**src/rtl/stack_unit.sv**
```systemverilog
// Hardware call/return stack: LIFO of return addresses with a combinational top,
// full/empty decode, sticky overflow/underflow flags and a registered pop result.
module stack_unit #(
    parameter int WIDTH = 12,
    parameter int DEPTH = 8,
    parameter int PTR_W = 3
) (
    input  logic             clk,
    input  logic             reset,
    input  logic             push,
    input  logic             pop,
    input  logic [WIDTH-1:0] push_data,
    input  logic             clear_err,
    output logic [WIDTH-1:0] top,
    output logic [PTR_W:0]   count,
    output logic             full,
    output logic             empty,
    output logic             overflow,
    output logic             underflow,
    output logic [WIDTH-1:0] last_pop,
    output logic             pop_valid
);

    localparam logic [PTR_W:0] ONE       = (PTR_W + 1)'(1);
    localparam logic [PTR_W:0] DEPTH_CNT = (PTR_W + 1)'(DEPTH);

    logic [WIDTH-1:0] mem [DEPTH];

    logic [PTR_W:0]   top_ptr;
    logic [PTR_W:0]   count_next;
    logic [PTR_W-1:0] wr_idx;
    logic             wr_en;
    logic             ovf_evt;
    logic             udf_evt;
    logic             pop_ok;

    assign top_ptr = count - ONE;
    assign full    = (count == DEPTH_CNT);
    assign empty   = (count == '0);
    assign top     = empty ? '0 : mem[top_ptr[PTR_W-1:0]];

    // NOTE: every output of this block gets a default first, so no path leaves
    // a signal unassigned and no latch is inferred.
    always_comb begin
        count_next = count;
        wr_idx     = count[PTR_W-1:0];
        wr_en      = 1'b0;
        ovf_evt    = 1'b0;
        udf_evt    = 1'b0;
        pop_ok     = 1'b0;
        if (push && pop) begin
            if (empty) begin
                // Nothing to pop: behaves as a plain push into slot 0.
                wr_en      = 1'b1;
                wr_idx     = '0;
                count_next = ONE;
                udf_evt    = 1'b1;
            end else begin
                wr_en  = 1'b1;
                wr_idx = top_ptr[PTR_W-1:0];
                pop_ok = 1'b1;
            end
        end else if (push) begin
            if (full) begin
                ovf_evt = 1'b1;
            end else begin
                wr_en      = 1'b1;
                count_next = count + ONE;
            end
        end else if (pop) begin
            if (empty) begin
                udf_evt = 1'b1;
            end else begin
                count_next = count - ONE;
                pop_ok     = 1'b1;
            end
        end
    end

    always_ff @(posedge clk) begin
        if (!reset) begin
            count     <= '0;
            overflow  <= 1'b0;
            underflow <= 1'b0;
            pop_valid <= 1'b0;
            last_pop  <= '0;
        end else begin
            count     <= count_next;
            overflow  <= (overflow && !clear_err) || ovf_evt;
            underflow <= (underflow && !clear_err) || udf_evt;
            pop_valid <= pop_ok;
            if (pop_ok) begin
                last_pop <= top;
            end
        end
    end

    // NOTE: the storage array has no reset; count alone defines which entries
    // are valid, so clearing the array would only cost flops and routing.
    always_ff @(posedge clk) begin
        if (reset && wr_en) begin
            mem[wr_idx] <= push_data;
        end
    end

endmodule

```
**config.mk**
```make
export PLATFORM = sky130hd
export DESIGN_NAME = stack_unit
export DESIGN_NICKNAME = d
export VERILOG_FILES = /design/src/rtl/stack_unit.sv
export SDC_FILE = /design/constraint.sdc
export NUM_CORES = 1
export LEC_CHECK = 0
export CAP_MARGIN = 30
export CORE_MARGIN = 5
export CORE_UTILIZATION = 51
export DETAILED_ROUTE_END_ITERATION = 10
export GPL_TIMING_DRIVEN = 0
export PLACE_DENSITY = 0.82
export SLEW_MARGIN = 0
export SYNTH_ARGS = -nofsm -noshare
export SYNTH_HDL_FRONTEND = slang
export SYNTH_SLANG_ARGS = --single-unit
```
**constraint.sdc**
```tcl
create_clock -name clk -period 2.75 [get_ports clk]
set_input_delay 0.55 -clock clk [delete_from_list [all_inputs] [get_ports clk]]
set_output_delay 0.55 -clock clk [all_outputs]
set_load 0.01 [all_outputs]
```
Word-level counts from Yosys, hierarchy flattened. Memories as Yosys holds them, arrays and structs flattened. Cells that the tools add are included.

Memories kept: 1. Logic and storage cells: 47. Input port bits: 17. Flip-flop bits (word level): 19. Bits in writable memories: 96.

Memory list: mem (words 8, width 12, read ports 1, clocked after Yosys merged registers in 0, write ports 1, line 27) `logic [WIDTH-1:0] mem [DEPTH];`.

Muxes and demuxes: 25. Add/sub/neg operators: 2. Eq/ne operators: 4. Reductions and logical operators: 10.

Operators with widths (count): 4-bit two-way mux (6); 1-bit two-way mux (16); 12-bit two-way mux (1); 3-bit two-way mux (2); 3-bit by 2-bit inequality test with 1-bit output (second input constant) (2); 4-bit by 1-bit adder with 4-bit output (second input constant) (1); 4-bit == test (second input constant) (1); 1-bit logical AND (4); 4-bit logical NOT (1); 4-bit AND reduction (1); 4-bit by 1-bit subtractor with 4-bit output (second input constant) (1); 3-bit nonzero test (1); 1-bit logical OR (2); 2-bit inequality test (second input constant) (1); 1-bit logical NOT (1).

Longest topological paths before layout.
Word-level depth: 7. Depth in mapped cells: 10. Mapped depth without buffers: 6.

Worst setup path after synthesis. Ideal clock, no wire load.

Kind: register -> register. Start: register count[0]. End: memory mem[2][0], enable pin. Period minus slack after synthesis: 3.137 ns. Cell stages (with the launch flop): 10. Slack: -0.387 ns. Arrival: 2.740 ns. Setup time: 0.396 ns. Required time: 2.354 ns. Cell sequence: dfxtp_1 buf_6 buf_2 inv_1 ha_1 clkbuf_1 buf_2 nor3_1 o21ai_1 nor3_1.

Cells in the longest elaborated chain, start to end: 7.

RTL lines: start: declaration (line 15) `output logic [PTR_W:0] count,`; start signal: assignment (line 88) `count <= count_next;`; 4-bit == test (line 38) `assign full = (count == DEPTH_CNT);`; 1-bit two-way mux (line 64) `if (full) begin`; 1-bit two-way mux (line 63) `end else if (push) begin`; 1-bit two-way mux (line 51) `if (push && pop) begin`; 1-bit logical AND (line 101) `if (reset && wr_en) begin`; 1-bit two-way mux (line 101); 1-bit two-way mux (implied by the code) (line 102) `mem[wr_idx] <= push_data;`; end: declaration (line 27).

Parallel ways exist; a longest one is shown, timed or not.

Worst setup path in the final report.
Start: register count[0]. End: output top[5].

Cells in the longest elaborated chain, start to end: 3.

RTL lines: 4-bit by 1-bit subtractor with 4-bit output; memory 8 x 12 bit; 12-bit two-way mux (*) (line 40) `assign top = empty ? '0 : mem[top_ptr[PTR_W-1:0]];`; end: declaration (line 14) `output logic [WIDTH-1:0] top,`.

Mark *: on every way between the ends. The rest lies on a longest branch, timed or not.

==> results.sh <==
export IMPL_design_die_area_sq_um=11400
export IMPL_cts_hold_buffers_added=0
export IMPL_die_x_um=107
export IMPL_syn_nets=327
export IMPL_via_count_of_the_routed_design=3411
export IMPL_finClkSkew_ns=0.00726
export IMPL_worst_setup_path_start_kind="flip-flop"
export IMPL_setup_viol=3
export IMPL_worst_skew_pair_late_latency_ns=0.53
export IMPL_groute_layer_met3_usage_pct=7.16
export IMPL_switchingPower_w=0.00195
export IMPL_dp_hpwl_um=7340
export IMPL_die_height_um=107
export IMPL_period_utilisation_layout_pct=101
export IMPL_crit_type="reg -> out"
export IMPL_power_sequential_fraction_pct=32.7
export IMPL_cts_reportedPaths_clkPinSlew_ns=0.06
export IMPL_grt_met1_usage_pct=30.2
export IMPL_detail_route_wirelength_um=13500
export IMPL_synth_distinct_cells=41
export IMPL_leakagePower_nw=2.37
export IMPL_antenna_found_initial=0
export IMPL_clock_tree_from_tritoncts="built"
export IMPL_via_per_inst=6.32
export IMPL_mostFrequentLayoutCells="edfxtp_1, clkdlybuf4s50_1, buf_4, mux4_2, nor2_1"
export IMPL_level_count_of_the_clock_h_tree=4
export IMPL_p_clk_share_pct=35.1
export IMPL_fin_nets=436
export IMPL_final_core_utilization_pct=71.8
export IMPL_num_rows=35
export IMPL_ys_ff_latch=115
export IMPL_number_of_global_route_vias_before_repair=3350
export IMPL_synth_avg_cell_area_sq_um=15.6
export IMPL_route_detailed_drc=0
export IMPL_initial_utilization_pct=52.0
export IMPL_synth_async_sr_flop_share_pct=0
export IMPL_clock_sinks=115
export IMPL_p_per_area_nw_per_um2=953
export IMPL_syn_warnings=0
export IMPL_grt_util_met2_pct=40.1
export IMPL_setup_repair_after_global_routing_missed_its_margin="yes"
export IMPL_clockBufferDepth=2
export IMPL_place_port_buffers=49
export IMPL_relSlewSlack_pct=45.5
export IMPL_avgRoutedWirePerCell_um=25.0
export IMPL_worstSetupEndpointType="output pin"
export IMPL_ir_drop_worst_case_vdd_v=0.000552
export IMPL_gpl_congestion=0.804
export IMPL_commonest_non_fill_non_tap_cell_in_the_layout="edfxtp_1"
export IMPL_initial_drc_count=309
export IMPL_yosys_top_cells_area="edfxtp_1, mux4_2, dfxtp_1, a222oi_1, nand2_1"
export IMPL_core_sq_um=9200
export IMPL_ctsRootBufferMaster="clkbuf_8"
export IMPL_place_detailed_instances=475
export IMPL_gr_total_overflow=0
export IMPL_crit_path_top_delay_cell="dfxtp_4"
export IMPL_synth_edf_count=96
export IMPL_numCtsBuffers=17
export IMPL_final_hold_viol_count=0
export IMPL_finalWorstSetupSlack_ns=-0.0363
export IMPL_p_int_w=0.00435
export IMPL_ratio_of_cells_with_drive_above_1_in_the_final_layout_pct=37.5
export IMPL_r2r_start="count[0]$_SDFFE_PN0P_"
export IMPL_grt_util_all_layers_pct=24.2
export IMPL_grt_most_used_layer="met2"
export IMPL_yosys_area_top_type_share_pct=60.2
export IMPL_worst_path_max_fanout=8
export IMPL_post_place_ws_ns=-0.898
export IMPL_layoutNonFillerInstCount=540
export IMPL_pwr_share_comb_pct=32.2
export IMPL_finalWorstPathRequiredPeriod_ns=2.79
export IMPL_cap_violations=0
export IMPL_report_final_slew_viol_count=0
export IMPL_timing_critical_path_cells="buf_8 -> inv_6 -> ha_4 -> buf_8 -> buf_6 -> mux4_2 -> nand2_2 -> a21oi_2 -> buf_2"
export IMPL_critPathMaxStageDelay_ns=0.36
export IMPL_netSwitchingFraction_pct=30.9
export IMPL_netlist_instances=307
export IMPL_failed_checks="setup timing"
export IMPL_synth_top_area_cell="edfxtp_1"
export IMPL_min_from="overflow$_SDFF_PN0_"
export IMPL_syn_to_final_growth_pct=37.9
export IMPL_ioPinCount=50
export IMPL_synth_cell_area_sq_um=4790
export IMPL_worstPathArrival_ns=2.24
export IMPL_power_w=0.00629
export IMPL_worst_path_most_repeated_cell="buf_8"
export IMPL_worstSetupStartpoint="count[0]$_SDFFE_PN0P_"
export IMPL_yosysSeqAreaShare_pct=68.2
export IMPL_ys_flop_type="edfxtp_1"
export IMPL_holdCritPathClass="reg -> reg"
export IMPL_worst_pin_slew_ns=0.809
export IMPL_drt_pass1_iter_count=6
export IMPL_grt_max_degree=17
export IMPL_postRouteAntennaNets=0
export IMPL_antennaDiodeCount=0
export IMPL_status="complete, but fails checks"
export IMPL_required_ns=2.20
export IMPL_wire_length_of_the_first_global_routing_pass_um=19700
export IMPL_max_freq_mhz=359
[power groups by stage]
stage                     Sequential, W  Combinational [W]  Clock (W)
after floorplan                 0.00210           0.000812          0
after global placement          0.00208            0.00138          0
after detailed placement        0.00208            0.00142          0
after CTS                       0.00205            0.00186    0.00219
after global routing            0.00207            0.00212    0.00230
final                           0.00206            0.00202    0.00221
[flip-flops by register name, summed over array words and instances, names as in the netlist]
name       flops
overflow       1
count          4
underflow      1
pop_valid      1
last_pop      12
mem           96
[cells in the mapped netlist (2+ instances only)]
cell / instances
a21oi_1: 18
a222oi_1: 11
and2_1: 2
buf_2: 10
buf_6: 2
clkbuf_1: 8
dfxtp_1: 19
edfxtp_1: 96
ha_1: 3
inv_1: 4
mux2i_1: 2
mux4_2: 23
nand2_1: 28
nand2b_1: 8
nand3_1: 3
nand3b_1: 2
nand4_1: 2
nor2_1: 22
nor2b_1: 4
nor3_1: 9
o21ai_0: 6
o31ai_1: 3
xnor2_1: 2
xor2_1: 3
[stage by stage]
stage | area (sq um) | hold WS, ns | TNS, ns
after floorplan | 4810 | 0.527 | -2.59
after global placement | 5440 | 0.474 | -79.26
after detailed placement | 5520 | 0.488 | -44.21
after CTS | 6500 | 0.503 | -0.127
after global routing | 6600 | 0.541 | -0.582
final | 6600 | 0.503 | -0.0778
[cell type report]
| type | instances | area [sq um] |
|---|---|---|
| Clock inverter | 14 | 168 |
| Timing Repair Buffer | 93 | 832 |
| Sequential cell | 115 | 3270 |
| Clock buffer | 18 | 428 |
| Fill cell | 534 | 2600 |
| Inverter | 5 | 23.8 |
| Buffer | 18 | 186 |
| Tap cell | 111 | 139 |
| Multi-Input combinational cell | 166 | 1550 |
[final timing paths]
path | end | slack (ns) | cells after the start
setup reg to reg | mem[1][7]$_DFFE_PP_ | 0.15 | 8
setup / recovery | top[5] | -0.04 | 9
hold reg to reg | overflow$_SDFF_PN0_ | 0.50 | 2
hold / removal | overflow$_SDFF_PN0_ | 0.50 | 2
[repair_timing]
item / in CTS / in global routing
cloned: 1 / 0
setup endpoints to repair: 115 / 47
buffers inserted: 26 / 9
resized for setup: 109 / 18
pin swaps: 14 / 7
[logic make-up after synthesis]
group / after synthesis / synth area share [%]
simple gates: 86 / 8.73
buf+inv: 26 / 2.95
xor+xnor: 5 / 0.915
compound gates: 45 / 6.41
mux: 27 / 12.0
fa+ha+maj: 3 / 0.784
flops: 115 / 68.2
[per-layer routing]
| metal | vias to the layer above | part of all wire [%] |
|---|---|---|
| met2 | 244 | 50 |
| li1 | 1428 | - |
| met4 | 0 | 3.1 |
| met1 | 1695 | 37 |
| met5 | - | 0 |
| met3 | 44 | 9.9 |
[critical path: cells and delay by family (launching register included)]
kind	cells	cell delay (ns)
compound gates	1	0.07
fa+ha+maj	1	0.31
simple gates	1	0.10
buf+inv	5	0.55
mux	1	0.32
flops	1	0.36
Power figures use the tool's default switching activity.
